`src/rtl/alu_exec_unit.sv`:
```
// RV32I integer execution unit with a valid/ready handshake on both sides.
// Define ALU_BARREL_SHIFT_EN for single-cycle shifts; the default build shifts one bit per cycle.
module alu_exec_unit #(
    parameter int XLEN = 32
) (
    input  logic            clk,
    input  logic            rst,
    input  logic            in_valid,
    output logic            in_ready,
    input  logic [3:0]      ALU_Ctl,
    input  logic [XLEN-1:0] op_a,
    input  logic [XLEN-1:0] op_b,
    output logic            out_valid,
    input  logic            out_ready,
    output logic [XLEN-1:0] result,
    output logic            zero,
    output logic            illegal
);

`ifdef ALU_BARREL_SHIFT_EN
    typedef enum logic [1:0] {IDLE = 2'd0, DONE = 2'd2} state_t;
`else
    typedef enum logic [1:0] {IDLE = 2'd0, SHIFT = 2'd1, DONE = 2'd2} state_t;
`endif

    state_t          state;
    logic [4:0]      shamt;
    logic [XLEN-1:0] imm_res;
    logic            imm_ill;

    assign shamt = op_b[4:0];

`ifndef ALU_BARREL_SHIFT_EN
    logic            is_shift;
    logic [XLEN-1:0] work;
    logic [XLEN-1:0] work_nxt;
    logic [4:0]      cnt;
    logic            sh_left;
    logic            sh_arith;

    always_comb begin
        work_nxt = work;
        if (sh_left)
            work_nxt = {work[XLEN-2:0], 1'b0};
        else
            work_nxt = {sh_arith & work[XLEN-1], work[XLEN-1:1]};
    end
`endif

    // Result of the presented operation; shifts only resolve here in the barrel build
    // or when shamt is 0 (result is op_a unchanged).
    always_comb begin
        imm_res = '0;
        imm_ill = 1'b0;
`ifndef ALU_BARREL_SHIFT_EN
        is_shift = 1'b0;
`endif
        case (ALU_Ctl)
            4'd0: imm_res = op_a + op_b;
            4'd1: imm_res = op_a - op_b;
            4'd2: imm_res = op_a & op_b;
            4'd3: imm_res = op_a | op_b;
            4'd4: imm_res = op_a ^ op_b;
            4'd5: imm_res = {{(XLEN-1){1'b0}}, ($signed(op_a) < $signed(op_b))};
            4'd6: imm_res = {{(XLEN-1){1'b0}}, (op_a < op_b)};
`ifdef ALU_BARREL_SHIFT_EN
            4'd7: imm_res = op_a << shamt;
            4'd8: imm_res = op_a >> shamt;
            4'd9: imm_res = $unsigned($signed(op_a) >>> shamt);
`else
            4'd7, 4'd8, 4'd9: begin
                imm_res  = op_a;
                is_shift = (shamt != 5'd0);
            end
`endif
            default: imm_ill = 1'b1;
        endcase
    end

    always_ff @(posedge clk) begin
        if (rst) begin
            state     <= IDLE;
            in_ready  <= 1'b1;
            out_valid <= 1'b0;
            result    <= '0;
            zero      <= 1'b0;
            illegal   <= 1'b0;
`ifndef ALU_BARREL_SHIFT_EN
            cnt       <= 5'd0;
            work      <= '0;
            sh_left   <= 1'b0;
            sh_arith  <= 1'b0;
`endif
        end else begin
            case (state)
                IDLE: begin
                    if (in_valid) begin
                        in_ready <= 1'b0;
`ifndef ALU_BARREL_SHIFT_EN
                        if (is_shift) begin
                            state    <= SHIFT;
                            work     <= op_a;
                            cnt      <= shamt;
                            sh_left  <= (ALU_Ctl == 4'd7);
                            sh_arith <= (ALU_Ctl == 4'd9);
                        end else
`endif
                        begin
                            state     <= DONE;
                            out_valid <= 1'b1;
                            result    <= imm_res;
                            zero      <= (imm_res == '0);
                            illegal   <= imm_ill;
                        end
                    end
                end
`ifndef ALU_BARREL_SHIFT_EN
                // The last shift lands straight in result so DONE follows k edges after accept.
                SHIFT: begin
                    work <= work_nxt;
                    cnt  <= cnt - 5'd1;
                    if (cnt == 5'd1) begin
                        state     <= DONE;
                        out_valid <= 1'b1;
                        result    <= work_nxt;
                        zero      <= (work_nxt == '0);
                        illegal   <= 1'b0;
                    end
                end
`endif
                DONE: begin
                    if (out_ready) begin
                        state     <= IDLE;
                        in_ready  <= 1'b1;
                        out_valid <= 1'b0;
                        result    <= '0;
                        zero      <= 1'b0;
                        illegal   <= 1'b0;
                    end
                end
                default: begin
                    state     <= IDLE;
                    in_ready  <= 1'b1;
                    out_valid <= 1'b0;
                end
            endcase
        end
    end

endmodule
```
`config.mk`:
```
export PLATFORM = sky130hd
export DESIGN_NAME = alu_exec_unit
export DESIGN_NICKNAME = d
export VERILOG_FILES = /design/src/rtl/alu_exec_unit.sv
export SDC_FILE = /design/constraint.sdc
export NUM_CORES = 1
export LEC_CHECK = 0
export ABC_AREA = 1
export BUFFER_PORTS_ARGS = -buffer_cell sky130_fd_sc_hd__buf_2
export CAP_MARGIN = 40
export CORE_MARGIN = 8
export CORE_UTILIZATION = 60
export DETAILED_ROUTE_END_ITERATION = 7
export PLACE_DENSITY_LB_ADDON = 0.1
export REMOVE_ABC_BUFFERS = 1
export SLEW_MARGIN = 40
export SYNTH_ARGS = -nofsm -noshare
export SYNTH_HDL_FRONTEND = slang
export SYNTH_SLANG_ARGS = --single-unit
export TNS_END_PERCENT = 10
```
`constraint.sdc`:
```
create_clock -name clk -period 5 [get_ports clk]
set_input_delay 0.5 -clock clk [delete_from_list [all_inputs] [get_ports clk]]
set_output_delay 0.5 -clock clk [all_outputs]
set_load 0.005 [all_outputs]
```
After elaboration in Yosys (flattened, before gate mapping):

Index checks and enable logic that the tools add are counted.

* flip-flop bits (word level): 77
* latch bits: 0
* RAM bits: 0
* memory bits (read-only): 0
* input port bits: 72
* output and inout bits: 36
* logic and storage cells: 88
* memories: 0

* add/subtract/negate cells: 3
* multiply operators: 0
* divide/modulo/power cells: 0
* magnitude comparators: 2
* eq/ne operators: 17
* shift operators: 0
* mux-type cells: 36
* bitwise operators: 5
* reductions and logical operators: 15

Operator list (number)
* 32-bit case mux with 8 select lines: 1
* 32-bit two-way mux: 7
* 32-bit case mux with 3 select lines: 1
* 32-bit logical NOT: 2
* 32-bit < comparator: 2
* 32-bit case mux with 2 select lines: 1
* 32-bit adder: 1
* 32-bit bitwise AND: 1
* 32-bit bitwise OR: 1
* 32-bit subtractor: 1
* 32-bit bitwise XOR: 1
* 4-bit by 3-bit == test with 1-bit output, second input constant: 4
* 1-bit two-way mux: 14
* 1-bit case mux with 3 select lines: 4
* 3-bit AND reduction: 4
* 5-bit two-way mux: 2
* 2-bit != test, second input constant: 5
* 5-bit case mux with 2 select lines: 1
* 10-bit OR reduction: 1
* 4-bit by 2-bit == test with 1-bit output, second input constant: 2
* 4-bit == test, second input constant: 2
* 2-bit two-way mux: 4
* 2-bit case mux with 3 select lines: 1
* 5-bit by 1-bit == test with 1-bit output, second input constant: 1
* other kinds (14): 14

Depth between registers and ports, before layout:

* word-level depth: 7
* depth in mapped cells: 22
* mapped depth without buffers: 21

Worst setup path before layout:

OpenSTA, ideal clock, no wires.

* path kind: input to register
* start: input op_a[0]
* end: register zero
* library setup time: 66 ps
* data arrival time: 2382 ps
* required time: 4934 ps
* setup slack: 2552 ps
* stages on the path: 18
* path buffers: 0
* path through: inv_1 ha_1 fa_1 nor2_1 nand2_1 nand3_1 nand2_1 nand3_1 nand2_1 a21oi_1 nor2_1 nor2_1 nand2_1 nor2_1 nand2_1 nor2_1 nand2_1 a21oi_2

* longest elaborated chain between the ends: 6
* elaborated cells on any way between the ends: 12
* classes of those cells: add/sub: 2; order compare: 2; mux: 4; bitwise: 3; reduce/logical: 1

RTL lines
* start, declared: line 11 `input logic [XLEN-1:0] op_a,`
* 32-bit subtractor (tied with other cells): line 60 `4'd1: imm_res = op_a - op_b;`
* 32-bit case mux with 8 select lines *: line 58 `case (ALU_Ctl)`
* 32-bit logical NOT *: line 112 `zero <= (imm_res == '0);`
* 1-bit two-way mux *: line 100 `if (is_shift) begin`
* 1-bit two-way mux *: line 97 `if (in_valid) begin`
* 1-bit case mux with 3 select lines *: line 95 `case (state)`
* end signal, assigned: line 112
* end signal, assigned: line 126 `zero <= (work_nxt == '0);`
* end, declared: line 16 `output logic zero,`

Every way passes the cells marked *; elsewhere a longest branch is shown, timed or not. The select of a mux whose other input is x is not followed.
A chain may end at the register's enable or synchronous reset.

Worst setup path after layout:

* start: register state[1]
* end: register work[7]

* longest elaborated chain between the ends: 3
* elaborated cells on any way between the ends: 7
* classes of those cells: eq/ne: 3; mux: 1; reduce/logical: 3

RTL lines
* start, declared: line 26 `state_t state;`
* start signal, assigned: line 82 `state <= IDLE;`
* start signal, assigned: line 101 `state <= SHIFT;`
* start signal, assigned: line 109 `state <= DONE;`
* 2-bit by 1-bit == test with 1-bit output / 2-bit logical NOT (equally long branches): line 95
* 2-bit nonzero test (no line) / 2-bit != test (equally long branches)
* 3-bit AND reduction (no line)
* end signal, assigned: line 102 `work <= op_a;`
* end signal, assigned: line 120 `work <= work_nxt;`
* end, declared: line 35 `logic [XLEN-1:0] work;`

Parallel ways exist; a longest one is shown, timed or not.

==> results.txt <==
Initial DRT Pass Iterations: 6
Worst Path Max Fanout: 33
Yosys cell types: 43
RSZ-0062 raised after global routing: false
Seq. cell area: 1540 sq um
clock network fraction of total power: 15.8%
global-route wire length before repair: 68000 um
arrival time worst endpoint: 3520 ps
ANT cells: 0
clk_skew: 4.39 ps
Clock Tree Root: clkbuf_16
synth warn: 0
initial core utilization: 60.5%
row cnt: 49
Peak VDD IR: 0.437 mV
Layout Nets: 2205
post-DP HPWL: 35500 um
# port buffers: 107
crit start category: register
Cells after Synth: 1967
outcome: finished clean
Combinational Power Share: 59.2%
Post-CTS Setup Repair Bufs: 0
final wirelength: 45000 um
sw frac: 51.8%
H-tree depth: 3
CTS tree: built
final hold violations: 0
Synth top area share: 20.6%
placer congestion estimate: 1.09
layout cell share with drive strength beyond 1: 8.54%
core area: 17800 sq um
clk_lat worst skew: 340 ps
Hold Worst Slack: 460 ps
Setup TNS: 0 ps
Initial DRC Count: 1952
Layout area overhead: 8.18%
largest net degree at the start of global routing: 53
relative slew slack: 45.6%
Setup CP Type: register to register
Worst-Margin Slew: 814 ps
power share of the sequential group: 25.0%
Final Cycle Share: 65.0%
area of the die: 22500 sq um
max-slew violations: 0
highest clock rate: 307 MHz
I/O Pins: 108
antenna violations before repair: 0
max incr delay on CP: 740 ps
Reg clk slew, reported paths: 60 ps
Die W: 150 um
CP max-delay cell: inv_1
CP bufs+invs: 4
Avg WL per Cell: 19.9 um
CP endpoint kind: register
family with the most delay on the worst path: buffers and inverters
via count: 13582
ys async rst share: 0%
Synth Register Bits: 77
internal power: 2.07 mW
min Tclk post-route: 3250 ps
hold_buf cts: 0
R2R Setup Slk: 1750 ps
DRC: 0
GRT overflow: 0
leakage power: 6.40 nW
die height: 150 um
Multi-input gate area: 7610 sq um
fillers: 1732
top_reg_cell synth: dfxtp_1
antenna viol nets, final: 0
Hold Crit Class: register to register
Synth area leaders: nand2_1 21%, dfxtp_1 14%, ha_1 13%
CP cell instances: inv_1 -> ha_1 -> buf_4 -> nor2_1 -> nor2_1 -> nand2_1 -> inv_1 -> buf_4 -> o21ai_0 -> a21oi_1
vias per cell: 6.02
post-synthesis sequential area ratio: 14.3%
Netlist Area Pre-Place: 10800 sq um
area leader, netlist: nand2_1
GRT Resource Usage Total: 39.1%
cts bufs inserted: 9
Sink Count: 77
max_cap viols: 0
vias in the first global route: 12355
sw power: 2.22 mW
Critical Path RT: 5260 ps
Max Root-Sink Buffers: 2
Post-synth EDFFs: 0
Pwr Density: 369 nW/um^2
PostCTS Resize Cnt: 0
mean area per synthesized cell: 5.47 sq um
setup violators final: 0
## power groups by stage
stage	registers [mW]	clock network (mW)	logic (mW)
2_1_floorplan	1.05	0	1.54
3_3_place_gp	1.05	0	2.37
3_5_place_dp	1.07	0	2.41
4_1_cts	1.06	0.676	2.45
5_1_grt	1.09	0.712	2.75
6_report	1.07	0.678	2.54
## registers in the layout, summed over array words and instances (netlist names)
register	cells
cnt	5
illegal	1
sh_arith	1
zero	1
in_ready	1
work	32
sh_left	1
state	2
result	32
out_valid	1
## cell type report
cell class / count / share of cell area, %
Sequential cell: 77 / 13.2
Clock buffer: 13 / 2.32
Clock inverter: 3 / 0.365
Inverter: 337 / 10.9
Timing Repair Buffer: 119 / 5.37
Multi-Input combinational cell: 1477 / 65.4
Tap cell: 229 / 2.46
## metal layers
| metal | part of all wire [%] | vias up | GRT usage, % |
|---|---|---|---|
| met3 | 11 | 171 | 7.32 |
| met4 | 7.7 | 0 | 26.0 |
| li1 | - | 6369 | - |
| met1 | 37 | 6044 | 47.5 |
| met5 | 0 | - | 0 |
| met2 | 44 | 998 | 62.2 |
## cell usage after synthesis (all sizes together), types with 3 or more instances
master  count
a211oi      4
and2        3
and3        4
a31oi      16
nand4      22
a21oi     165
o21bai      5
nor3       14
ha        110
nand3     129
or2         7
mux2i      10
o221ai      4
o22ai      31
o21ai     120
nor2      203
nand2     595
clkbuf     33
buf        43
nor4        6
dfxtp      77
a221oi     17
inv       335
## worst min-delay path, cell delays in order (launching register included)
cell	delay [ps]
dfxtp_1	300
nand2_1	60
a21oi_1	50
## kinds of logic (layout without fill, tap and decap cells)
family | Yosys count | after routing | synth area share, %
muxes | 10 | 10 | 0.930
DFF | 77 | 77 | 14.3
AOI/OAI and AO/OA | 368 | 368 | 18.8
and+or+nand+nor | 986 | 986 | 37.6
buffers and inverters | 413 | 472 | 15.2
xor gates and xnor gates | 1 | 1 | 0.0814
adders and majority gates | 112 | 112 | 13.2
## cells in the final DEF (no fill, tap or decap), drive strengths merged, types with 3 or more instances in the layout
cell / count
nor2: 203
nand4: 22
or2: 7
ha: 110
a221oi: 17
and2: 3
o22ai: 31
a31oi: 16
nor3: 14
o21ai: 120
o221ai: 4
mux2i: 10
clkinv: 3
nor4: 6
buf: 119
nand3: 129
clkbuf: 13
a21oi: 165
o21bai: 5
dfxtp: 77
and3: 4
nand2: 595
inv: 335
a211oi: 4
## per-stage QoR
step	instances	instance area [sq um]	utilization [%]	setup slack, ps	total power [mW]
final	2255	11600	65.5	1750	4.29
after floorplan	1891	10400	-	1910	2.59
after CTS	2255	11600	65.5	1910	4.18
after global placement	2239	11300	63.7	1530	3.42
after global routing	2255	11600	65.5	1580	4.55
after detailed placement	2239	11300	63.7	1650	3.48
## final timing paths
kind,start,to,cells after the start
worst max-delay path,state[1],work[7],10
worst min-delay path,illegal,illegal,2
worst max register to register,state[1],work[7],10
worst min register to register,illegal,illegal,2
(Power assumes the default switching activity.)
